--- config.mk ---
export PLATFORM = sky130hd
export DESIGN_NAME = hazard_scoreboard_flat
export DESIGN_NICKNAME = d
export VERILOG_FILES = /design/src/rtl/hazard_scoreboard_if.sv /design/src/rtl/hazard_scoreboard.sv /design/src/flat_wrapper.sv
export SDC_FILE = /design/constraint.sdc
export NUM_CORES = 1
export LEC_CHECK = 0
export ABC_CLOCK_PERIOD_IN_PS = 8400
export CAP_MARGIN = 0
export CORE_AREA = 4 4 70 72
export DETAILED_ROUTE_END_ITERATION = 16
export DIE_AREA = 0 0 74 76
export HOLD_SLACK_MARGIN = 0.15
export PLACE_DENSITY = 0.81
export SLEW_MARGIN = 15
export SYNTH_ARGS = -nofsm -noshare
export SYNTH_HDL_FRONTEND = slang
export SYNTH_SLANG_ARGS = --single-unit
--- constraint.sdc ---
create_clock -name clk -period 8.4 [get_ports clk]
set_clock_uncertainty 0.2 [all_clocks]
set_input_delay 0.84 -clock clk [delete_from_list [all_inputs] [get_ports clk]]
set_output_delay 0.84 -clock clk [all_outputs]
set_load 0.02 [all_outputs]
--- src/rtl/hazard_scoreboard_if.sv ---
// ---------------------------------------------------------------------------
// hazard_scoreboard_if
//   Bundles the datapath-facing signals of the hazard scoreboard.
//   master : datapath side (drives D/E/M stage register fields, the flush
//            request; receives stall, forwarding selects and md_busy)
//   slave  : scoreboard side (the mirror image)
//   Parameters NSTAGE and TW must match the scoreboard instance.
// ---------------------------------------------------------------------------
interface hazard_scoreboard_if #(
    parameter int NSTAGE = 3,
    parameter int TW     = 2
);
    localparam int FW = $clog2(NSTAGE + 1);

    // D stage decode information
    logic          d_valid;
    logic [4:0]    d_rs;
    logic [4:0]    d_rt;
    logic          d_use_rs;
    logic          d_use_rt;
    logic [TW-1:0] d_tuse_rs;
    logic [TW-1:0] d_tuse_rt;
    logic [4:0]    d_dst;
    logic [TW-1:0] d_tnew;
    logic          d_md_start;
    logic          d_md_div;
    logic          d_md_use;
    // Later-stage source registers
    logic [4:0]    e_rs;
    logic [4:0]    e_rt;
    logic [4:0]    m_rt;
    // Exception / eret flush of E and M
    logic          flush;
    // Control outputs
    logic          stall;
    logic [FW-1:0] fwd_d_rs;
    logic [FW-1:0] fwd_d_rt;
    logic [FW-1:0] fwd_e_rs;
    logic [FW-1:0] fwd_e_rt;
    logic [FW-1:0] fwd_m_rt;
    logic          md_busy;

    modport master (
        output d_valid, d_rs, d_rt, d_use_rs, d_use_rt, d_tuse_rs, d_tuse_rt,
               d_dst, d_tnew, d_md_start, d_md_div, d_md_use,
               e_rs, e_rt, m_rt, flush,
        input  stall, fwd_d_rs, fwd_d_rt, fwd_e_rs, fwd_e_rt, fwd_m_rt, md_busy
    );

    modport slave (
        input  d_valid, d_rs, d_rt, d_use_rs, d_use_rt, d_tuse_rs, d_tuse_rt,
               d_dst, d_tnew, d_md_start, d_md_div, d_md_use,
               e_rs, e_rt, m_rt, flush,
        output stall, fwd_d_rs, fwd_d_rt, fwd_e_rs, fwd_e_rt, fwd_m_rt, md_busy
    );
endinterface

--- src/rtl/hazard_scoreboard.sv ---
// ---------------------------------------------------------------------------
// hazard_scoreboard
//   Shift-register scoreboard for the pipelined MIPS core. Each slot records
//   an in-flight destination register and its remaining Tnew; D-stage Tuse
//   values are compared against it to produce the stall, and the slot index
//   of the youngest matching writer becomes the forwarding-mux select.
//   A mult/div busy counter interlocks HI/LO users.
//
// Ports
//   clk    : clock, rising edge
//   reset  : asynchronous, active-high; clears all slots and the md counter
//   hif    : hazard_scoreboard_if.slave
//            inputs  d_* decode fields, e_rs/e_rt, m_rt, flush
//            outputs stall, fwd_d_rs/rt, fwd_e_rs/rt, fwd_m_rt, md_busy
//            fwd value 0 = register file, k = result held in slot k-1
// ---------------------------------------------------------------------------
module hazard_scoreboard #(
    parameter int NSTAGE   = 3,
    parameter int TW       = 2,
    parameter int MULT_LAT = 5,
    parameter int DIV_LAT  = 10
) (
    input  logic               clk,
    input  logic               reset,
    hazard_scoreboard_if.slave hif
);
    localparam int FW     = $clog2(NSTAGE + 1);
    localparam int MD_MAX = (DIV_LAT > MULT_LAT) ? DIV_LAT : MULT_LAT;
    localparam int CW     = $clog2(MD_MAX + 1);

    typedef struct packed {
        logic          valid;
        logic [4:0]    dst;
        logic [TW-1:0] tnew;
    } slot_t;

    slot_t [NSTAGE-1:0] slot_r;
    slot_t [NSTAGE-1:0] slot_nxt_s;
    logic  [CW-1:0]     md_cnt_r;
    logic  [CW-1:0]     md_cnt_nxt_s;

    logic [FW-1:0] sel_d_rs_s;
    logic [FW-1:0] sel_d_rt_s;
    logic [TW-1:0] tnew_d_rs_s;
    logic [TW-1:0] tnew_d_rt_s;
    logic          haz_rs_s;
    logic          haz_rt_s;
    logic          data_stall_s;
    logic          md_stall_s;
    logic          stall_s;
    logic          issue_s;

    // Youngest valid writer of r at slot index >= first, as index+1 (0 = none).
    // Scanning oldest to youngest lets the lowest index overwrite the result.
    function automatic logic [FW-1:0] find_writer(
        input slot_t [NSTAGE-1:0] s,
        input logic  [4:0]        r,
        input int                 first
    );
        logic [FW-1:0] sel;
        sel = {FW{1'b0}};
        for (int i = NSTAGE - 1; i >= 0; i--) begin
            if ((i >= first) && s[i].valid && (s[i].dst == r) && (r != 5'd0)) begin
                sel = FW'(i + 1);
            end else begin
                sel = sel;
            end
        end
        return sel;
    endfunction

    // Tnew of the slot named by a select value (0 when the select is 0).
    function automatic logic [TW-1:0] tnew_at(
        input slot_t [NSTAGE-1:0] s,
        input logic  [FW-1:0]     sel
    );
        logic [TW-1:0] t;
        t = {TW{1'b0}};
        for (int i = 0; i < NSTAGE; i++) begin
            if (sel == FW'(i + 1)) begin
                t = s[i].tnew;
            end else begin
                t = t;
            end
        end
        return t;
    endfunction

    // D-stage hazard detection, stall and issue decision.
    always_comb begin
        sel_d_rs_s   = find_writer(slot_r, hif.d_rs, 0);
        sel_d_rt_s   = find_writer(slot_r, hif.d_rt, 0);
        tnew_d_rs_s  = tnew_at(slot_r, sel_d_rs_s);
        tnew_d_rt_s  = tnew_at(slot_r, sel_d_rt_s);
        haz_rs_s     = hif.d_use_rs && (sel_d_rs_s != {FW{1'b0}}) && (tnew_d_rs_s > hif.d_tuse_rs);
        haz_rt_s     = hif.d_use_rt && (sel_d_rt_s != {FW{1'b0}}) && (tnew_d_rt_s > hif.d_tuse_rt);
        data_stall_s = hif.d_valid && (haz_rs_s || haz_rt_s);
        md_stall_s   = hif.d_valid && hif.d_md_use && (md_cnt_r != {CW{1'b0}});
        stall_s      = data_stall_s || md_stall_s;
        // flush dominates a stall: nothing issues while E/M are being killed
        issue_s      = hif.d_valid && !stall_s && !hif.flush;
    end

    // Next slot contents: age every slot by one with saturating Tnew, load slot 0.
    always_comb begin
        slot_nxt_s = '0;
        for (int i = 1; i < NSTAGE; i++) begin
            slot_nxt_s[i].valid = slot_r[i-1].valid;
            slot_nxt_s[i].dst   = slot_r[i-1].dst;
            if (slot_r[i-1].tnew != {TW{1'b0}}) begin
                slot_nxt_s[i].tnew = slot_r[i-1].tnew - TW'(1);
            end else begin
                slot_nxt_s[i].tnew = {TW{1'b0}};
            end
        end
        if (issue_s) begin
            slot_nxt_s[0].valid = (hif.d_dst != 5'd0);
            slot_nxt_s[0].dst   = hif.d_dst;
            slot_nxt_s[0].tnew  = hif.d_tnew;
        end else begin
            slot_nxt_s[0] = '0;
        end
        // The instruction leaving E is killed; W and older keep advancing.
        if (hif.flush) begin
            slot_nxt_s[1] = '0;
        end else begin
            slot_nxt_s[1] = slot_nxt_s[1];
        end
    end

    // Next mult/div busy count: load on issue of a mult/div, else count down.
    always_comb begin
        md_cnt_nxt_s = md_cnt_r;
        if (issue_s && hif.d_md_start) begin
            md_cnt_nxt_s = hif.d_md_div ? CW'(DIV_LAT) : CW'(MULT_LAT);
        end else if (md_cnt_r != {CW{1'b0}}) begin
            md_cnt_nxt_s = md_cnt_r - CW'(1);
        end else begin
            md_cnt_nxt_s = md_cnt_r;
        end
    end

    // Scoreboard and busy-counter state registers.
    always_ff @(posedge clk or posedge reset) begin
        if (reset) begin
            slot_r   <= '0;
            md_cnt_r <= {CW{1'b0}};
        end else begin
            slot_r   <= slot_nxt_s;
            md_cnt_r <= md_cnt_nxt_s;
        end
    end

    // D forwarding only when the value already exists; E/M look past the
    // instructions at or behind themselves.
    assign hif.stall    = stall_s;
    assign hif.fwd_d_rs = (tnew_d_rs_s == {TW{1'b0}}) ? sel_d_rs_s : {FW{1'b0}};
    assign hif.fwd_d_rt = (tnew_d_rt_s == {TW{1'b0}}) ? sel_d_rt_s : {FW{1'b0}};
    assign hif.fwd_e_rs = find_writer(slot_r, hif.e_rs, 1);
    assign hif.fwd_e_rt = find_writer(slot_r, hif.e_rt, 1);
    assign hif.fwd_m_rt = find_writer(slot_r, hif.m_rt, 2);
    assign hif.md_busy  = (md_cnt_r != {CW{1'b0}});

endmodule

--- src/flat_wrapper.sv ---
// flat-port wrapper written by rule: the top's interface ports become plain ports
module hazard_scoreboard_flat 
#(
    parameter int NSTAGE   = 3,
    parameter int TW       = 2,
    parameter int MULT_LAT = 5,
    parameter int DIV_LAT  = 10
)
  (clk, reset, hif_d_valid, hif_d_rs, hif_d_rt, hif_d_use_rs, hif_d_use_rt, hif_d_tuse_rs, hif_d_tuse_rt, hif_d_dst, hif_d_tnew, hif_d_md_start, hif_d_md_div, hif_d_md_use, hif_e_rs, hif_e_rt, hif_m_rt, hif_flush, hif_stall, hif_fwd_d_rs, hif_fwd_d_rt, hif_fwd_e_rs, hif_fwd_e_rt, hif_fwd_m_rt, hif_md_busy);
  hazard_scoreboard_if #(.NSTAGE(NSTAGE), .TW(TW)) hif_i ();
  input  logic clk;
  input  logic reset;
  input wire logic [$bits(hif_i.d_valid)-1:0] hif_d_valid;
  input wire logic [$bits(hif_i.d_rs)-1:0] hif_d_rs;
  input wire logic [$bits(hif_i.d_rt)-1:0] hif_d_rt;
  input wire logic [$bits(hif_i.d_use_rs)-1:0] hif_d_use_rs;
  input wire logic [$bits(hif_i.d_use_rt)-1:0] hif_d_use_rt;
  input wire logic [$bits(hif_i.d_tuse_rs)-1:0] hif_d_tuse_rs;
  input wire logic [$bits(hif_i.d_tuse_rt)-1:0] hif_d_tuse_rt;
  input wire logic [$bits(hif_i.d_dst)-1:0] hif_d_dst;
  input wire logic [$bits(hif_i.d_tnew)-1:0] hif_d_tnew;
  input wire logic [$bits(hif_i.d_md_start)-1:0] hif_d_md_start;
  input wire logic [$bits(hif_i.d_md_div)-1:0] hif_d_md_div;
  input wire logic [$bits(hif_i.d_md_use)-1:0] hif_d_md_use;
  input wire logic [$bits(hif_i.e_rs)-1:0] hif_e_rs;
  input wire logic [$bits(hif_i.e_rt)-1:0] hif_e_rt;
  input wire logic [$bits(hif_i.m_rt)-1:0] hif_m_rt;
  input wire logic [$bits(hif_i.flush)-1:0] hif_flush;
  output wire logic [$bits(hif_i.stall)-1:0] hif_stall;
  output wire logic [$bits(hif_i.fwd_d_rs)-1:0] hif_fwd_d_rs;
  output wire logic [$bits(hif_i.fwd_d_rt)-1:0] hif_fwd_d_rt;
  output wire logic [$bits(hif_i.fwd_e_rs)-1:0] hif_fwd_e_rs;
  output wire logic [$bits(hif_i.fwd_e_rt)-1:0] hif_fwd_e_rt;
  output wire logic [$bits(hif_i.fwd_m_rt)-1:0] hif_fwd_m_rt;
  output wire logic [$bits(hif_i.md_busy)-1:0] hif_md_busy;
  assign hif_i.d_valid = hif_d_valid;
  assign hif_i.d_rs = hif_d_rs;
  assign hif_i.d_rt = hif_d_rt;
  assign hif_i.d_use_rs = hif_d_use_rs;
  assign hif_i.d_use_rt = hif_d_use_rt;
  assign hif_i.d_tuse_rs = hif_d_tuse_rs;
  assign hif_i.d_tuse_rt = hif_d_tuse_rt;
  assign hif_i.d_dst = hif_d_dst;
  assign hif_i.d_tnew = hif_d_tnew;
  assign hif_i.d_md_start = hif_d_md_start;
  assign hif_i.d_md_div = hif_d_md_div;
  assign hif_i.d_md_use = hif_d_md_use;
  assign hif_i.e_rs = hif_e_rs;
  assign hif_i.e_rt = hif_e_rt;
  assign hif_i.m_rt = hif_m_rt;
  assign hif_i.flush = hif_flush;
  assign hif_stall = hif_i.stall;
  assign hif_fwd_d_rs = hif_i.fwd_d_rs;
  assign hif_fwd_d_rt = hif_i.fwd_d_rt;
  assign hif_fwd_e_rs = hif_i.fwd_e_rs;
  assign hif_fwd_e_rt = hif_i.fwd_e_rt;
  assign hif_fwd_m_rt = hif_i.fwd_m_rt;
  assign hif_md_busy = hif_i.md_busy;
  hazard_scoreboard #(.NSTAGE(NSTAGE), .TW(TW), .MULT_LAT(MULT_LAT), .DIV_LAT(DIV_LAT)) u_core (.clk(clk), .reset(reset), .hif(hif_i));
endmodule
==> impl_results.md, run 1 <==
- Drt wl/cell: approximately 15 µm
- Post_cts resized: 0
- Status: finished clean
- P&R area growth vs syn: 31.2%
- CP arrival: 4.50 ns
- Synth cell count leaders: xnor2_1 (38), dfrtp_1 (28), xor2_1 (18), nand2_1 (12)
- Path depth of the worst reg2reg path: 11
- First-pass detailed-route iteration total: 4
- Longest Clk Path Bufs: 2
- CP most frequent cell: clkdlybuf4s50_1
- Num CTS Buffers: 3
- Worst-skew pair later-pin latency: ~0.27 ns
- Global route hottest layer: met2
- DPL Wire Length: ~4000 µm
- Distinct cells, synth: between 40 and 50
- All-Layer GR Usage: ~18%
- Required @ worst endpoint: between 7 and 8 ns
- WHS Path Cells: 1
- Slowest CP cell: nor4_1
- Overflow after GRT: 0
- Met1 global-route usage: between 20% and 30%
- Clk sinks: 28
- Clk slew on worst S/H paths: approximately 0.09 ns
- Final WL: ~4700 µm
- CP startpoint kind: input port
- RSZ-0062 raised after global routing: false
- Synth warn: 0
- WP buf/inv: 2
- Crit path max-delay family: compound AO/OA/AOI/OAI gates
- Final worst setup slack: 2.86 ns
- Max-cap check violation count: 0
- Max Slew Vio Count: 0
- Top cell type's share of synthesized area: around 33%
- Tcrit/Tclk final: between 60% and 70%
- Most frequent cell after synthesis: xnor2_1
- Hold EP: u_core.slot_r[16]$_DFF_PP0_
- Via Count: around 1.7k
- Main synth FF type: dfrtp_1
- Worst R2R Start: u_core.slot_r[22]$_DFF_PP0_
- Count of final setup violators: 0
- Worst R2R Setup Slack: ~4.6 ns
- # IOs: 57
- HP Start: u_core.slot_r[8]$_DFF_PP0_
- Maximum clock frequency: between 0.15 and 0.2 GHz
- Die Y: ~76 µm
- Crit path kind: in2out
- Starting Density: 49.2%
- Cells after synthesis: 219
- Power density of the placed cells: about 140 nW/µm²
- Total power: between 0.0003 and 0.0004 W
- Fill count: 363
- Synthesized area per cell: 9.64 µm²
- Num rows: 24
- TritonCTS clock tree: yes
- Final Wtd Congestion: around 0.84
- Final Hold Viols: 0
- First-pass GRT wire length: 7860 µm
- Chip width: around 74 µm
- Setup_tns: 0 ns
- Slew HR: between 30% and 40%
- Core area: between 4000 and 5000 µm²
- Grt met2 use: 29.5%
- DR vias/cell: roughly 5.3
- CP peak stage delay: between 0.7 and 0.8 ns
- Area of the die: about 5600 µm²
- Fraction of layout cells with a size suffix above 1: 6.30%
- Post-route ant nets: 0
- Post-CTS setup buffers: 0
- Top area cells in the synthesized netlist: dfrtp_1 (33%), xnor2_1 (16%), xor2_1 (7.5%)
- Async S/R FF share, synth: 100%
- VDD IR max: 0.0914 mV
- CP cell instances: clkdlybuf4s50_1 -> or4_4 -> nor2_8 -> nor4_1 -> a31oi_1 -> o21ai_0 -> ha_1 -> a21oi_1 -> nor2_1 -> o31a_4 -> o31a_2 -> clkdlybuf4s50_1
- # diodes: 0
- Worst flop-to-flop path endpoint: u_core.md_cnt_r[1]$_DFFE_PP0P_
- CTS Hold Bufs: 0
- Hold Path Class: reg2reg
- EDFF count, synth: 0
- Pleak: around 1.1 nW
- Design area: roughly 2800 µm²
- Period minus WS final: 5.54 ns
- Pin slew with the least headroom to its limit: between 0.9 and 1 ns
- Syn_nets: 270
- Pin count of the biggest net entering global routing: 29
- Post-layout nets: ~320
- Vias in the first global route: roughly 1.7k
- Crit path max fanout: 6
- Buffers added on ports: 56
- Yosys reg bits: 28
- Post-route DRC violation count: 0
- CP Capture Type: primary output
- # H-tree levels: 1
- Seq/Total Area, Yosys: about a third
- Met3 Use GR: under 10%
- Mapped Area: 2110 µm²
- Clk Tree Root Cell: clkbuf_8
- Worst slack, placed: approximately 2.9 ns
- Detailed Route Iter0 Violations: 53
- Area after DPL: 2700 µm²
- Cell taking the most area after synthesis: dfrtp_1
- Initial antenna violation count: 0
-- state kept, by name (all words and copies together), names as in the netlist --
signal / flops
u_core.slot_nxt_s: 6
u_core.md_cnt_r: 4
u_core.slot_r: 18
-- power breakdown --
group | internal, W | switching (W) | leakage, nW
Combinational | 0.0000630 | 0.0000487 | 0.695
Sequential | 0.000149 | 0.0000152 | 0.378
Clock | 0.0000637 | 0.0000397 | 0.0357
-- cell type report --
type                    instances  area [µm²]  area share (%)
repair buffers                 56         561            20.2
clock inverters                 1        30.0            1.08
multi-input cells             174        1340            48.4
inverters                       8        30.0            1.08
clock buffers                   3        41.3            1.49
flip-flops and latches         28         701            25.3
well taps                      52        65.1            2.35
-- cells by family after synthesis --
kind of cell	share of synthesized area [%]
simple gates	27.3
xor+xnor	23.2
flops	33.2
compound gates	6.52
buf+inv	3.26
mux	2.96
fa+ha+maj	3.56
-- placed cells by master (no fill, tap or decap), types with 6 or more instances in the layout --
cell type / synthesis / routed
and2_1: 8 / 8
clkdlybuf4s50_1: 0 / 56
dfrtp_1: 28 / 28
ha_1: 6 / 6
inv_1: 8 / 7
nand2_1: 12 / 12
nand4_1: 10 / 10
nor2_1: 6 / 6
nor2b_1: 10 / 10
nor3_1: 7 / 7
nor4_1: 8 / 8
xnor2_1: 38 / 38
xor2_1: 18 / 18
-- stage by stage --
stage                     hold slack, ns  util (%)  cells
after global placement             0.282      62.8    318
after floorplan                    0.152         -    219
final                              0.292      64.5    322
after CTS                          0.291      64.5    322
after detailed placement           0.278      62.8    318
after global routing               0.310      64.5    322
-- worst max-delay path by stage --
stage	start	to	depth (start not counted)	slack (ns)
4_1_cts	hif_d_rt[1]	hif_stall	12	2.87
3_3_place_gp	hif_d_rt[1]	hif_stall	12	2.95
3_5_place_dp	hif_d_rt[1]	hif_stall	12	2.87
5_1_grt	hif_d_rs[2]	hif_stall	12	2.54
6_report	hif_d_rs[2]	hif_stall	12	2.86
2_1_floorplan	hif_d_rt[1]	hif_fwd_d_rt[1]	7	4.09
-- layer usage --
| metal | routed length, µm | vias to the layer above |
|---|---|---|
| met5 | 0 | - |
| met4 | 48 | 0 |
| met3 | 292 | 4 |
| met2 | 2310 | 59 |
| met1 | 2060 | 791 |
| li1 | - | 865 |
No activity file was read; power rests on OpenSTA's default activity.
==> run 2, diff against run 1 <==
--- a/config.mk
+++ b/config.mk
@@ -5,13 +5,13 @@
 export SDC_FILE = /design/constraint.sdc
 export NUM_CORES = 1
 export LEC_CHECK = 0
-export ABC_CLOCK_PERIOD_IN_PS = 8400
+export ABC_CLOCK_PERIOD_IN_PS = 5740
 export CAP_MARGIN = 0
-export CORE_AREA = 4 4 70 72
+export CORE_AREA = 4 4 71 73
 export DETAILED_ROUTE_END_ITERATION = 16
-export DIE_AREA = 0 0 74 76
+export DIE_AREA = 0 0 75 77
 export HOLD_SLACK_MARGIN = 0.15
-export PLACE_DENSITY = 0.81
+export PLACE_DENSITY = 0.79
 export SLEW_MARGIN = 15
 export SYNTH_ARGS = -nofsm -noshare
 export SYNTH_HDL_FRONTEND = slang
==> constraint.sdc (replaced) <==
create_clock -name clk -period 5.74 [get_ports clk]
set_clock_uncertainty 0.2 [all_clocks]
set_input_delay 0.574 -clock clk [delete_from_list [all_inputs] [get_ports clk]]
set_output_delay 0.574 -clock clk [all_outputs]
set_load 0.02 [all_outputs]
==> run 2 against run 1 <==
  * Clock power up 49%
  * Critical path depth unchanged
  * Via count up 0.41%
  * Utilization down 0.89 points
  * Register-to-register slack worse by 2.5 ns
  * Total power up 47%
  * Clock-buffer cell count unchanged
  * Flip-flop and latch count unchanged
  * Die area up 2.7%
  * First-iteration DRC count up 38%
  * Worst hold slack about the same
  * Critical endpoint unchanged
  * Largest cell class unchanged
==> impl_results.md, run 2 (synthesis results as in run 1) <==
- Post_cts resized: 0 (unchanged)
- Overflow after GRT: 0 (unchanged)
- Power density of the placed cells: 202 nW/µm² (+47%)
- TritonCTS clock tree: yes
- First-pass detailed-route iteration total: 5 (+1)
- Post-CTS setup buffers: 0 (unchanged)
- Num rows: 24 (unchanged)
- # IOs: 57 (unchanged)
- Slowest CP cell: or4_1
- Pleak: 1.11 nW (unchanged)
- Final Hold Viols: 0 (unchanged)
- Count of final setup violators: 0 (unchanged)
- Fraction of layout cells with a size suffix above 1: 6.30% (unchanged)
- Drt wl/cell: 14.4 µm (-1.5%)
- Crit path max-delay family: simple AND/OR/NAND/NOR gates
- Core area: 4350 µm² (+1.4%)
- Num CTS Buffers: 3 (unchanged)
- Setup_tns: 0 ns (unchanged)
- Post-layout nets: 322 (unchanged)
- Vias in the first global route: 1647 (-4.4%)
- Final Wtd Congestion: 0.896 (+6.3%)
- Chip width: 75 µm (+1.4%)
- DR vias/cell: 5.36 (+0.41%)
- HP Start: u_core.slot_r[8]$_DFF_PP0_
- P&R area growth vs syn: 31.2% (unchanged)
- Worst R2R Start: u_core.slot_r[22]$_DFF_PP0_
- Worst R2R Setup Slack: 2.06 ns (-2.52 ns)
- Via Count: 1726 (+0.41%)
- Required @ worst endpoint: 4.97 ns (-2.39 ns)
- Longest Clk Path Bufs: 2 (unchanged)
- Die Y: 77 µm (+1.3%)
- Final std cells w/o fill: 322 (unchanged)
- Placed Instances: 318 (unchanged)
- Clk slew on worst S/H paths: 0.09 ns (about the same)
- Most frequent cells in the layout: clkdlybuf4s50_1 (56), xnor2_1 (38), dfrtp_1 (28)
- All-Layer GR Usage: 16.6% (-0.90 points)
- VDD IR max: 0.150 mV (+64%)
- Max Slew Vio Count: 0 (unchanged)
- DPL Wire Length: 3820 µm (-4.5%)
- Hold Path Class: reg2reg
- Most common cell after layout, fill and taps aside: clkdlybuf4s50_1
- Max reg flops: 18 (unchanged)
- # H-tree levels: 1 (unchanged)
- Worst-skew pair later-pin latency: 0.28 ns (about the same)
- Post-route DRC violation count: 0 (unchanged)
- Detailed Route Iter0 Violations: 73 (+38%)
- # diodes: 0 (unchanged)
- Max-cap check violation count: 0 (unchanged)
- Pin slew with the least headroom to its limit: 0.959 ns (-0.0237 ns)
- CTS Hold Bufs: 0 (unchanged)
- Pin count of the biggest net entering global routing: 29 (unchanged)
- Tcrit/Tclk final: 86.6%
- First-pass GRT wire length: 7470 µm (-4.9%)
- CP startpoint kind: input port
- Clk sinks: 28 (unchanged)
- Period minus WS final: 4.97 ns
- Crit path kind: in2out
- Status: finished clean
- Biggest register: u_core.slot_r
- Post-route ant nets: 0 (unchanged)
- CP arrival: 4.20 ns (-0.30 ns)
- Slew HR: 35.7% (+1.6 points)
- WP buf/inv: 2 (unchanged)
- CP peak stage delay: 0.57 ns (-0.17 ns)
- Buffers added on ports: 56 (unchanged)
- Starting Density: 48.5% (-0.68 points)
- Clk Tree Root Cell: clkbuf_8
- Area of the die: 5780 µm² (+2.7%)
- Crit path max fanout: 7 (+1)
- CP Capture Type: primary output
- RSZ-0062 raised after global routing: false
- Initial antenna violation count: 0 (unchanged)
- CP cell instances: clkdlybuf4s50_1 -> or4_1 -> nor2_2 -> or4_1 -> mux2i_1 -> o21ai_1 -> ha_1 -> nor2b_1 -> o211ai_1 -> a31oi_4 -> o31a_2 -> clkdlybuf4s50_1
- Final WL: 4640 µm (-1.5%)
- Maximum clock frequency: ~0.2 GHz
- Critical path startpoint: hif_d_rt[1]
[run 2: layout make-up]
| cell class | count | area [µm²] |
|---|---|---|
| clock buffers | 3 | 41.3 |
| clock inverters | 1 | 30.0 |
| fillers | 371 | 1590 |
| inverters | 8 | 30.0 |
| multi-input cells | 174 | 1340 |
| flip-flops and latches | 28 | 701 |
| well taps | 52 | 65.1 |
| repair buffers | 56 | 561 |
[run 2: worst paths after layout]
kind                                                   end  cells after the start
setup / recovery                                 hif_stall                     12
hold / removal                 u_core.slot_r[16]$_DFF_PP0_                      1
setup reg to reg            u_core.md_cnt_r[1]$_DFFE_PP0P_                     11
hold reg to reg                u_core.slot_r[16]$_DFF_PP0_                      1
max in group asynchronous       u_core.slot_r[0]$_DFF_PP0_                      2
min in group asynchronous  u_core.slot_nxt_s[20]$_DFF_PP0_                      2
[run 2: where the power goes]
part	switching (W)	total (W)	internal, W
logic	0.0000748	0.000167	0.0000922
clock network	0.0000594	0.000153	0.0000934
registers	0.0000216	0.000240	0.000218
total	0.000156	0.000560	0.000404
[run 2: layer usage]
metal	up-vias	GRT usage (%)	part of all wire [%]
met2	42	27.3	49
met3	5	1.83	5.4
met4	0	5.52	1.5
met5	-	0	0
li1	862	-	-
met1	817	22.3	45
[run 2: stage by stage]
| step | setup WS, ns | area (µm²) | total power (W) | util (%) | hold WS, ns |
|---|---|---|---|---|---|
| floorplan | 1.96 | 2110 | 0.000343 | - | 0.152 |
| CTS | 0.767 | 2770 | 0.000566 | 63.6 | 0.291 |
| global placement | 0.815 | 2700 | 0.000406 | 62.0 | 0.275 |
| finish | 0.770 | 2770 | 0.000560 | 63.6 | 0.292 |
| detailed placement | 0.779 | 2700 | 0.000410 | 62.0 | 0.277 |
| global route | 0.454 | 2770 | 0.000588 | 63.6 | 0.303 |
[run 2: worst reg2reg max path, stage by stage (launching register included)]
cell and delay [ns]:
dfrtp_1 0.50, xnor2_1 0.22, nand4_1 0.15, nor4_1 0.62
a31oi_1 0.16, o21ai_0 0.34, ha_1 0.32, a21oi_1 0.13
nor2_1 0.06, o31a_4 0.13, nor4_4 0.41, mux2_1 0.36
==> RTL edit: new RTL, flow settings as in run 1 <==
Make the reset (`reset`) synchronous in one clocked block. Comments in the files are not updated.
--- a/src/rtl/hazard_scoreboard.sv
+++ b/src/rtl/hazard_scoreboard.sv
@@ -143,3 +143,3 @@
     // Scoreboard and busy-counter state registers.
-    always_ff @(posedge clk or posedge reset) begin
+    always_ff @(posedge clk) begin
         if (reset) begin
Function: differs if reset is asserted again (counterexample within 4 cycles, from zero or initial values and one cycle with reset high); with reset held inactive, the same outputs for 10 cycles.
==> RTL edit against run 1 <==
Die area did not move; area after synthesis about the same; count of clock-buffer cells in the layout unchanged; worst hold slack worse by 0.039 ns; combinational power up 18%; routed wire length grew 2.5%; highest routed layer unchanged; cell count up 5.9%; sequential cell count did not move; worst setup slack worse by 0.0017 ns; cell area fell by 1.2%; via count is 5.8% higher; power up 4.1%; global-route usage fell by 0.22 points; maximum frequency about the same.
==> RTL edit: results <==
metrics = {
    "status": {
        "outcome": "complete, no violations",
    },
    "final_layout": {
        "areaGrowthSynthToFinish_pct": 29.66,
        "multi_input_area_um2": 1433,
        "nFlopsAndLatches": 28,
        "n_fill_cell": 385,
        "buf_share": 0.2049,
        "regArea_um2": 560.5,
        "inv_count": 12,
        "clock_cell_area_share": 0.02608,
        "multi_input_cells": 189,
    },
    "grt": {
        "grt_usage": 0.1729,
        "first_global_vias": 1717,
        "grt_max_degree": 18,
    },
    "synth": {
        "synthAdderAreaFrac": 0.04745,
        "ys_top_cells_by_count": "37 x xnor2_1, 28 x dfxtp_1, 17 x xor2_1",
        "synth-xor-area-share": 0.2242,
        "ys.flop_type": "dfxtp_1",
        "synth_fp_nets": 296,
        "async_flop_share": 0,
        "synth_compound_area_frac": 0.08363,
        "synth_seq_area_share": 0.2657,
        "synth_area_leaders": "dfxtp_1 27%, xnor2_1 15%, xor2_1 7.1%",
        "synth.mux.area_fraction": 0.02966,
        "syn_area_per_cell_um2": 8.681,
        "synth_cell_types": 42,
    },
    "pwr": {
        "comb-power_mw": 0.132,
        "max-vdd-ir-drop_v": 0.0001551,
        "leakage_nw": 0.9619,
        "intPower_mw": 0.2790,
        "p_clk_mw": 0.108,
    },
    "detailed_routing": {
        "vias": 1818,
        "drtIter0Drc": 67,
        "routedWlPerCell_um": 14.17,
        "routed_wl_um": 4831,
        "wl_met3_um": 191,
    },
    "setup_path": {
        "timing.rr.end": "u_core.md_cnt_r[0]",
        "r2r-start": "u_core.slot_nxt_s[21]",
        "r2r_slack_ns": 4.65,
        "cp_max_fo": 7,
        "crit_path_max_incr_delay_ns": 0.69,
        "path_delay_family": "simple AND/OR/NAND/NOR gates",
        "cp_slowest_cell": "or4_1",
    },
    "timing": {
        "fin_crit_sh": 0.6597,
        "tightest_slew_ns": 0.6049,
    },
    "place": {
        "post-dp-hpwl_um": 3905,
        "place_congestion": 0.8828,
        "pre_cts_ws_ns": 2.869,
        "dpl.cell_count": 337,
    },
}
==> RTL edit: cell types whose count changed in the layout (fill, tap and decap cells not counted), moves of 5 or more <==
| cell | delta |
|---|---|
| and2_1 | +7 |
| inv_1 | +5 |
| dfrtp_1 | -28 |
| dfxtp_1 | +28 |
| nor3_1 | +6 |
==> RTL edit: worst min path at each step <==
stage | from | to | slack, ns | depth (start not counted)
global placement | u_core.slot_r[0] | u_core.slot_r[8] | 0.24 | 1
detailed placement | u_core.slot_r[0] | u_core.slot_r[8] | 0.24 | 1
global route | u_core.slot_r[0] | u_core.slot_r[8] | 0.27 | 1
finish | u_core.slot_r[0] | u_core.slot_r[8] | 0.25 | 1
CTS | u_core.slot_r[0] | u_core.slot_r[8] | 0.26 | 1
floorplan | u_core.slot_r[0] | u_core.slot_r[8] | 0.22 | 1
==> RTL edit: per-layer routing <==
layer	vias up	global-route usage
met4	0	0.04348
met1	843	0.2352
li1	930	-
met5	-	0
met3	4	0.01319
met2	41	0.2908
